===== src/rtl/branch_predictor.sv =====
// branch_predictor: bimodal/gshare PHT with a tagged BTB
// and lookup/mispredict statistics, beside the IF stage.
module branch_predictor #(
  parameter int ENTRIES   = 16,
  parameter int PC_WIDTH  = 12,
  parameter int CTR_WIDTH = 2,
  parameter int MODE      = 0,
  parameter int GHR_WIDTH = 4,
  localparam int IDX_W    = $clog2(ENTRIES)
) (
  input  logic                CLK,
  input  logic                RSTn,
  input  logic                LU_VALID,
  input  logic [PC_WIDTH-1:0] LU_PC,
  output logic                PRED_HIT,
  output logic                PRED_TAKEN,
  output logic [PC_WIDTH-1:0] PRED_TARGET,
  output logic [IDX_W-1:0]    PRED_IDX,
  input  logic                UPD_VALID,
  input  logic [PC_WIDTH-1:0] UPD_PC,
  input  logic [IDX_W-1:0]    UPD_IDX,
  input  logic                UPD_TAKEN,
  input  logic [PC_WIDTH-1:0] UPD_TARGET,
  input  logic                UPD_MISPRED,
  output logic [31:0]         NUM_LOOKUP,
  output logic [31:0]         NUM_MISPRED
);

  localparam int TAG_W = PC_WIDTH - IDX_W - 2;
  localparam logic [CTR_WIDTH-1:0] CTR_RST =
    CTR_WIDTH'((1 << (CTR_WIDTH - 1)) - 1);
  localparam logic [CTR_WIDTH-1:0] CTR_MAX = '1;

  logic [ENTRIES-1:0]   btb_vld_q, btb_vld_d;
  logic [TAG_W-1:0]     btb_tag_q [ENTRIES];
  logic [TAG_W-1:0]     btb_tag_d [ENTRIES];
  logic [PC_WIDTH-1:0]  btb_tgt_q [ENTRIES];
  logic [PC_WIDTH-1:0]  btb_tgt_d [ENTRIES];
  logic [CTR_WIDTH-1:0] pht_q [ENTRIES];
  logic [CTR_WIDTH-1:0] pht_d [ENTRIES];
  logic [GHR_WIDTH-1:0] ghr_q, ghr_d;
  logic [31:0]          num_lookup_q, num_lookup_d;
  logic [31:0]          num_mispred_q, num_mispred_d;

  logic [IDX_W-1:0] lu_bidx, upd_bidx;
  logic [TAG_W-1:0] lu_tag, upd_tag;
  logic             unused_pc_lsbs;

  assign lu_bidx  = LU_PC[IDX_W+1:2];
  assign lu_tag   = LU_PC[PC_WIDTH-1:IDX_W+2];
  assign upd_bidx = UPD_PC[IDX_W+1:2];
  assign upd_tag  = UPD_PC[PC_WIDTH-1:IDX_W+2];
  assign unused_pc_lsbs = ^{LU_PC[1:0], UPD_PC[1:0]};

  // gshare folds the zero-extended history into the low index bits
  assign PRED_IDX = (MODE == 1) ? (lu_bidx ^ IDX_W'(ghr_q))
                                : lu_bidx;

  assign PRED_HIT    = LU_VALID & btb_vld_q[lu_bidx]
                     & (btb_tag_q[lu_bidx] == lu_tag);
  assign PRED_TAKEN  = PRED_HIT & pht_q[PRED_IDX][CTR_WIDTH-1];
  assign PRED_TARGET = PRED_HIT ? btb_tgt_q[lu_bidx] : '0;
  assign NUM_LOOKUP  = num_lookup_q;
  assign NUM_MISPRED = num_mispred_q;

  always_comb begin
    btb_vld_d     = btb_vld_q;
    btb_tag_d     = btb_tag_q;
    btb_tgt_d     = btb_tgt_q;
    pht_d         = pht_q;
    ghr_d         = ghr_q;
    num_mispred_d = num_mispred_q;
    num_lookup_d  = num_lookup_q + 32'(LU_VALID);
    if (UPD_VALID) begin
      if (UPD_TAKEN) begin
        if (pht_q[UPD_IDX] != CTR_MAX)
          pht_d[UPD_IDX] = pht_q[UPD_IDX] + 1'b1;
        btb_vld_d[upd_bidx] = 1'b1;
        btb_tag_d[upd_bidx] = upd_tag;
        btb_tgt_d[upd_bidx] = UPD_TARGET;
      end else if (pht_q[UPD_IDX] != '0) begin
        pht_d[UPD_IDX] = pht_q[UPD_IDX] - 1'b1;
      end
      ghr_d         = GHR_WIDTH'({ghr_q, UPD_TAKEN});
      num_mispred_d = num_mispred_q + 32'(UPD_MISPRED);
    end
  end

  always_ff @(posedge CLK or negedge RSTn) begin
    if (!RSTn) begin
      btb_vld_q <= '0;
      for (int i = 0; i < ENTRIES; i++) begin
        btb_tag_q[i] <= '0;
        btb_tgt_q[i] <= '0;
        pht_q[i]     <= CTR_RST;
      end
      ghr_q         <= '0;
      num_lookup_q  <= '0;
      num_mispred_q <= '0;
    end else begin
      btb_vld_q     <= btb_vld_d;
      btb_tag_q     <= btb_tag_d;
      btb_tgt_q     <= btb_tgt_d;
      pht_q         <= pht_d;
      ghr_q         <= ghr_d;
      num_lookup_q  <= num_lookup_d;
      num_mispred_q <= num_mispred_d;
    end
  end

endmodule


===== config.mk =====
export PLATFORM = sky130hd
export DESIGN_NAME = branch_predictor
export DESIGN_NICKNAME = d
export VERILOG_FILES = /design/src/rtl/branch_predictor.sv
export SDC_FILE = /design/constraint.sdc
export NUM_CORES = 1
export LEC_CHECK = 0
export CAP_MARGIN = 20
export CELL_PAD_IN_SITES_DETAIL_PLACEMENT = 0
export CELL_PAD_IN_SITES_GLOBAL_PLACEMENT = 2
export CORE_MARGIN = 2
export CORE_UTILIZATION = 40
export DETAILED_ROUTE_END_ITERATION = 16
export PLACE_DENSITY = 0.74
export SLEW_MARGIN = 25
export SYNTH_ARGS = -nofsm -noshare
export SYNTH_HDL_FRONTEND = slang
export SYNTH_SLANG_ARGS = --single-unit
export TNS_END_PERCENT = 50

===== constraint.sdc =====
create_clock -name CLK -period 3.7 [get_ports CLK]
set_input_delay 0.74 -clock CLK [delete_from_list [all_inputs] [get_ports CLK]]
set_output_delay 0.74 -clock CLK [all_outputs]
set_load 0.03 [all_outputs]

==> results.sh, run 1 <==
export IMPL_ys_warn_count=0
export IMPL_criticalPathCategory="in2out"
export IMPL_num_rows=78
export IMPL_startpoint_type="primary input"
export IMPL_gr_total_overflow=0
export IMPL_dp_hpwl_um=27170
export IMPL_post_route_drc_count=0
export IMPL_utilization=0.4956
export IMPL_nets=1451
export IMPL_p_leak_nw=10.00
export IMPL_first_iter_violations=520
export IMPL_ys_async_sr_fraction=1.000
export IMPL_cp_arrival_ns=2.94
export IMPL_clock_skew_final_ns=0.01152
export IMPL_cp_required_ns=2.96
export IMPL_p_total_mw=12.86
export IMPL_layoutNonFillerInstCount=2035
export IMPL_die_w_um=219.3
export IMPL_slowest_delay_ns=0.49
export IMPL_clk_insertion_delay_late_ns=0.56
export IMPL_max_slew_margin=0.5014
export IMPL_antenna_found_initial=1
export IMPL_drive_gt1_frac=0.4261
export IMPL_hold_path_class="in2async"
export IMPL_slew_violations=0
export IMPL_synth_ff_type="dfrtp_1"
export IMPL_min_period_over_period=0.9948
export IMPL_syn_cell_area_um2=18530
export IMPL_postCtsHoldBufs=0
export IMPL_r2r_end="pht_q[27]"
export IMPL_cts_sinks=400
export IMPL_grt_pass1_vias=11470
export IMPL_io_buffers=123
export IMPL_synthToLayoutAreaGrowth_pct=21.88
export IMPL_period_minus_slack_ns=3.681
export IMPL_path_max_fanout=6
export IMPL_grt_max_degree=90
export IMPL_path_clk_slew_ns=0.05
export IMPL_dieArea_um2=48070
export IMPL_place_inst=1948
export IMPL_grt_pass1_wl_um=69640
export IMPL_crit_path_top_delay_cell="mux4_2"
export IMPL_hold_slack_ns=0.1855
export IMPL_power_density_nw_per_um2=569.3
export IMPL_rsz0062_at_grt="yes"
export IMPL_synth_area_per_cell_um2=15.11
export IMPL_dp_slack_ns=-0.3834
export IMPL_status="completed"
export IMPL_ant_nets=0
export IMPL_gp_congestion=0.7824
export IMPL_cts_buffer_depth=3
export IMPL_cts_tree="yes"
export IMPL_end_kind="primary output"
export IMPL_synth_edf_count=0
export IMPL_cp_cell_sequence="buf_4 -> buf_6 -> mux4_2 -> nor2b_1 -> a211oi_1 -> a21oi_1 -> xnor2_2 -> buf_4 -> buf_4 -> and4_1 -> buf_12"
export IMPL_vdd_drop_max_mv=0.2682
export IMPL_setup_viol=0
export IMPL_io_pins=128
export IMPL_grt_usage=0.1925
export IMPL_max_freq_mhz=271.7
export IMPL_fp_dieH_um=219.3
export IMPL_ys_ff_latch=400
export IMPL_timing_critical_path_mode_cell="buf_4"
export IMPL_wl_um=44760
export IMPL_vias=10800
export IMPL_cts_max_level=2
export IMPL_numCtsBuffers=46
export IMPL_syn_inst=1227
export IMPL_tightest_slew_ns=0.7479
export IMPL_timing_final_ws_setup_ns=0.01929
export IMPL_viasPerCell=5.306
export IMPL_maxCapViolCount=0
export IMPL_wl_per_cell_um=22.00
export IMPL_reg2reg_depth=11
export IMPL_reg2reg_slack_ns=0.75
export IMPL_cts_root_buf="clkbuf_16"
export IMPL_first_pass_iters=5
export IMPL_start_util=0.4067
export IMPL_seq_area_frac_synth=0.5411
export IMPL_hold_viol=0
export IMPL_coreArea_um2=45580
export IMPL_ys_types=46
export IMPL_synth_net_count=1279
[stage by stage]
| step | instance area, µm² | TNS (ns) |
|---|---|---|
| floorplan | 18540 | 0 |
| CTS | 22580 | 0 |
| global route | 22590 | -1.155 |
| detailed placement | 20960 | -9.227 |
| finish | 22590 | 0 |
| global placement | 20960 | -9.522 |
[routing by layer]
metal / wire length (µm) / global-route usage / vias to the layer above / share of wire
li1: - / - / 4898 / -
met1: 20300 / 0.2702 / 5677 / 0.45
met5: 0 / 0 / - / 0
met3: 1967 / 0.02523 / 52 / 0.044
met2: 21640 / 0.3145 / 171 / 0.48
met4: 848 / 0.05473 / 0 / 0.019
[how the worst max path moves through the flow]
stage	depth (start not counted)	from	slack (ns)	to
floorplan	9	UPD_IDX[0]	0.05	pht_q[23]
global placement	11	UPD_IDX[0]	-0.38	pht_q[27]
detailed placement	11	UPD_IDX[0]	-0.38	pht_q[27]
CTS	8	btb_tag_q[40]	0.0009	PRED_TARGET[3]
global route	8	btb_tag_q[64]	-0.10	PRED_TAKEN
finish	11	LU_PC[3]	0.02	PRED_TARGET[8]
[critical path: cells and delay by family]
family	cells	cell delay, ns
compound gates	2	0.31
mux	1	0.49
xor+xnor	1	0.17
simple gates	2	0.40
buf+inv	5	0.81
[power breakdown]
part / switching [mW] / internal [mW] / leakage (nW)
combinational: 0.978 / 1.44 / 4.14
clock: 1.78 / 2.82 / 0.761
sequential: 0.518 / 5.33 / 5.10
total: 3.28 / 9.58 / 10.0
[cell usage after synthesis (all sizes together), types with 4 or more instances]
master  number  area share
o21ai        6      0.0016
inv          6      0.0012
a21oi        5      0.0013
and3         9      0.0030
dfrtp      384        0.52
and4        21      0.0099
or2         11      0.0037
dfstp       16       0.023
nor2b        4      0.0013
clkbuf      43      0.0087
a22oi        4      0.0016
or3          4      0.0013
nor3        11      0.0032
nand2       38      0.0077
nand4       15      0.0051
nor4         4      0.0025
ha           6      0.0041
mux2i       25       0.014
buf         35       0.015
nand3       21      0.0057
mux2       323        0.20
nor2        42      0.0085
mux4        93        0.12
nand2b      16      0.0054
xnor2       38       0.018
xor2        29       0.014
[layout by cell type (no fill, tap or decap), drive strengths merged, types with 5 or more instances in the layout]
| cell | count |
|---|---|
| mux2i | 25 |
| nand3 | 21 |
| buf | 97 |
| mux2 | 323 |
| ha | 6 |
| nor3 | 11 |
| o21ai | 6 |
| xnor2 | 38 |
| and4 | 21 |
| clkinv | 5 |
| xor2 | 29 |
| and3 | 9 |
| inv | 7 |
| nand2b | 16 |
| mux4 | 93 |
| nor2 | 42 |
| a21oi | 5 |
| clkdlybuf4s50 | 104 |
| nand2 | 38 |
| dfrtp | 384 |
| nand4 | 15 |
| or2 | 11 |
| dfstp | 16 |
| clkbuf | 73 |
[final cells by class]
cell class              instances  area (µm²)
diodes                          1       2.502
inverters                       6       22.52
flip-flops and latches        400       10030
multi-input cells             743        8102
fillers                      3935       22990
clock inverters                10       131.4
clock buffers                  73        1414
well taps                     600       750.7
repair buffers                202        2137
[kinds of logic after synthesis]
family / after synthesis / share of synthesized area
buffers and inverters: 84 / 0.02532
AOI/OAI and AO/OA: 24 / 0.009046
and+or+nand+nor: 205 / 0.06096
adders and majority gates: 6 / 0.004050
muxes: 441 / 0.3278
DFF: 400 / 0.5411
xor gates and xnor gates: 67 / 0.03166
[flip-flops by register name, summed over array words and instances, names as in the netlist, named ones only]
register and count:
NUM_MISPRED 32, btb_tgt_q 192, btb_vld_q 16, NUM_LOOKUP 32
btb_tag_q 96, pht_q 16
[repair_timing]
item / in CTS / in global routing
gates cloned: 2 / 0
endpoints found under the setup margin: 14 / 14
pin swaps: 2 / 0
setup buffers: 1 / 0
gates resized for setup: 10 / 6
(Power assumes the default switching activity.)
==> run 2: changes to the inputs <==
- ABC_CLOCK_PERIOD_IN_PS: default -> 3700
- CAP_MARGIN: 20 -> default
- CTS_CLUSTER_DIAMETER: default -> 120
==> results of run 2 <==
No change in the layout: final DEF, timing and power equal those of run 1.
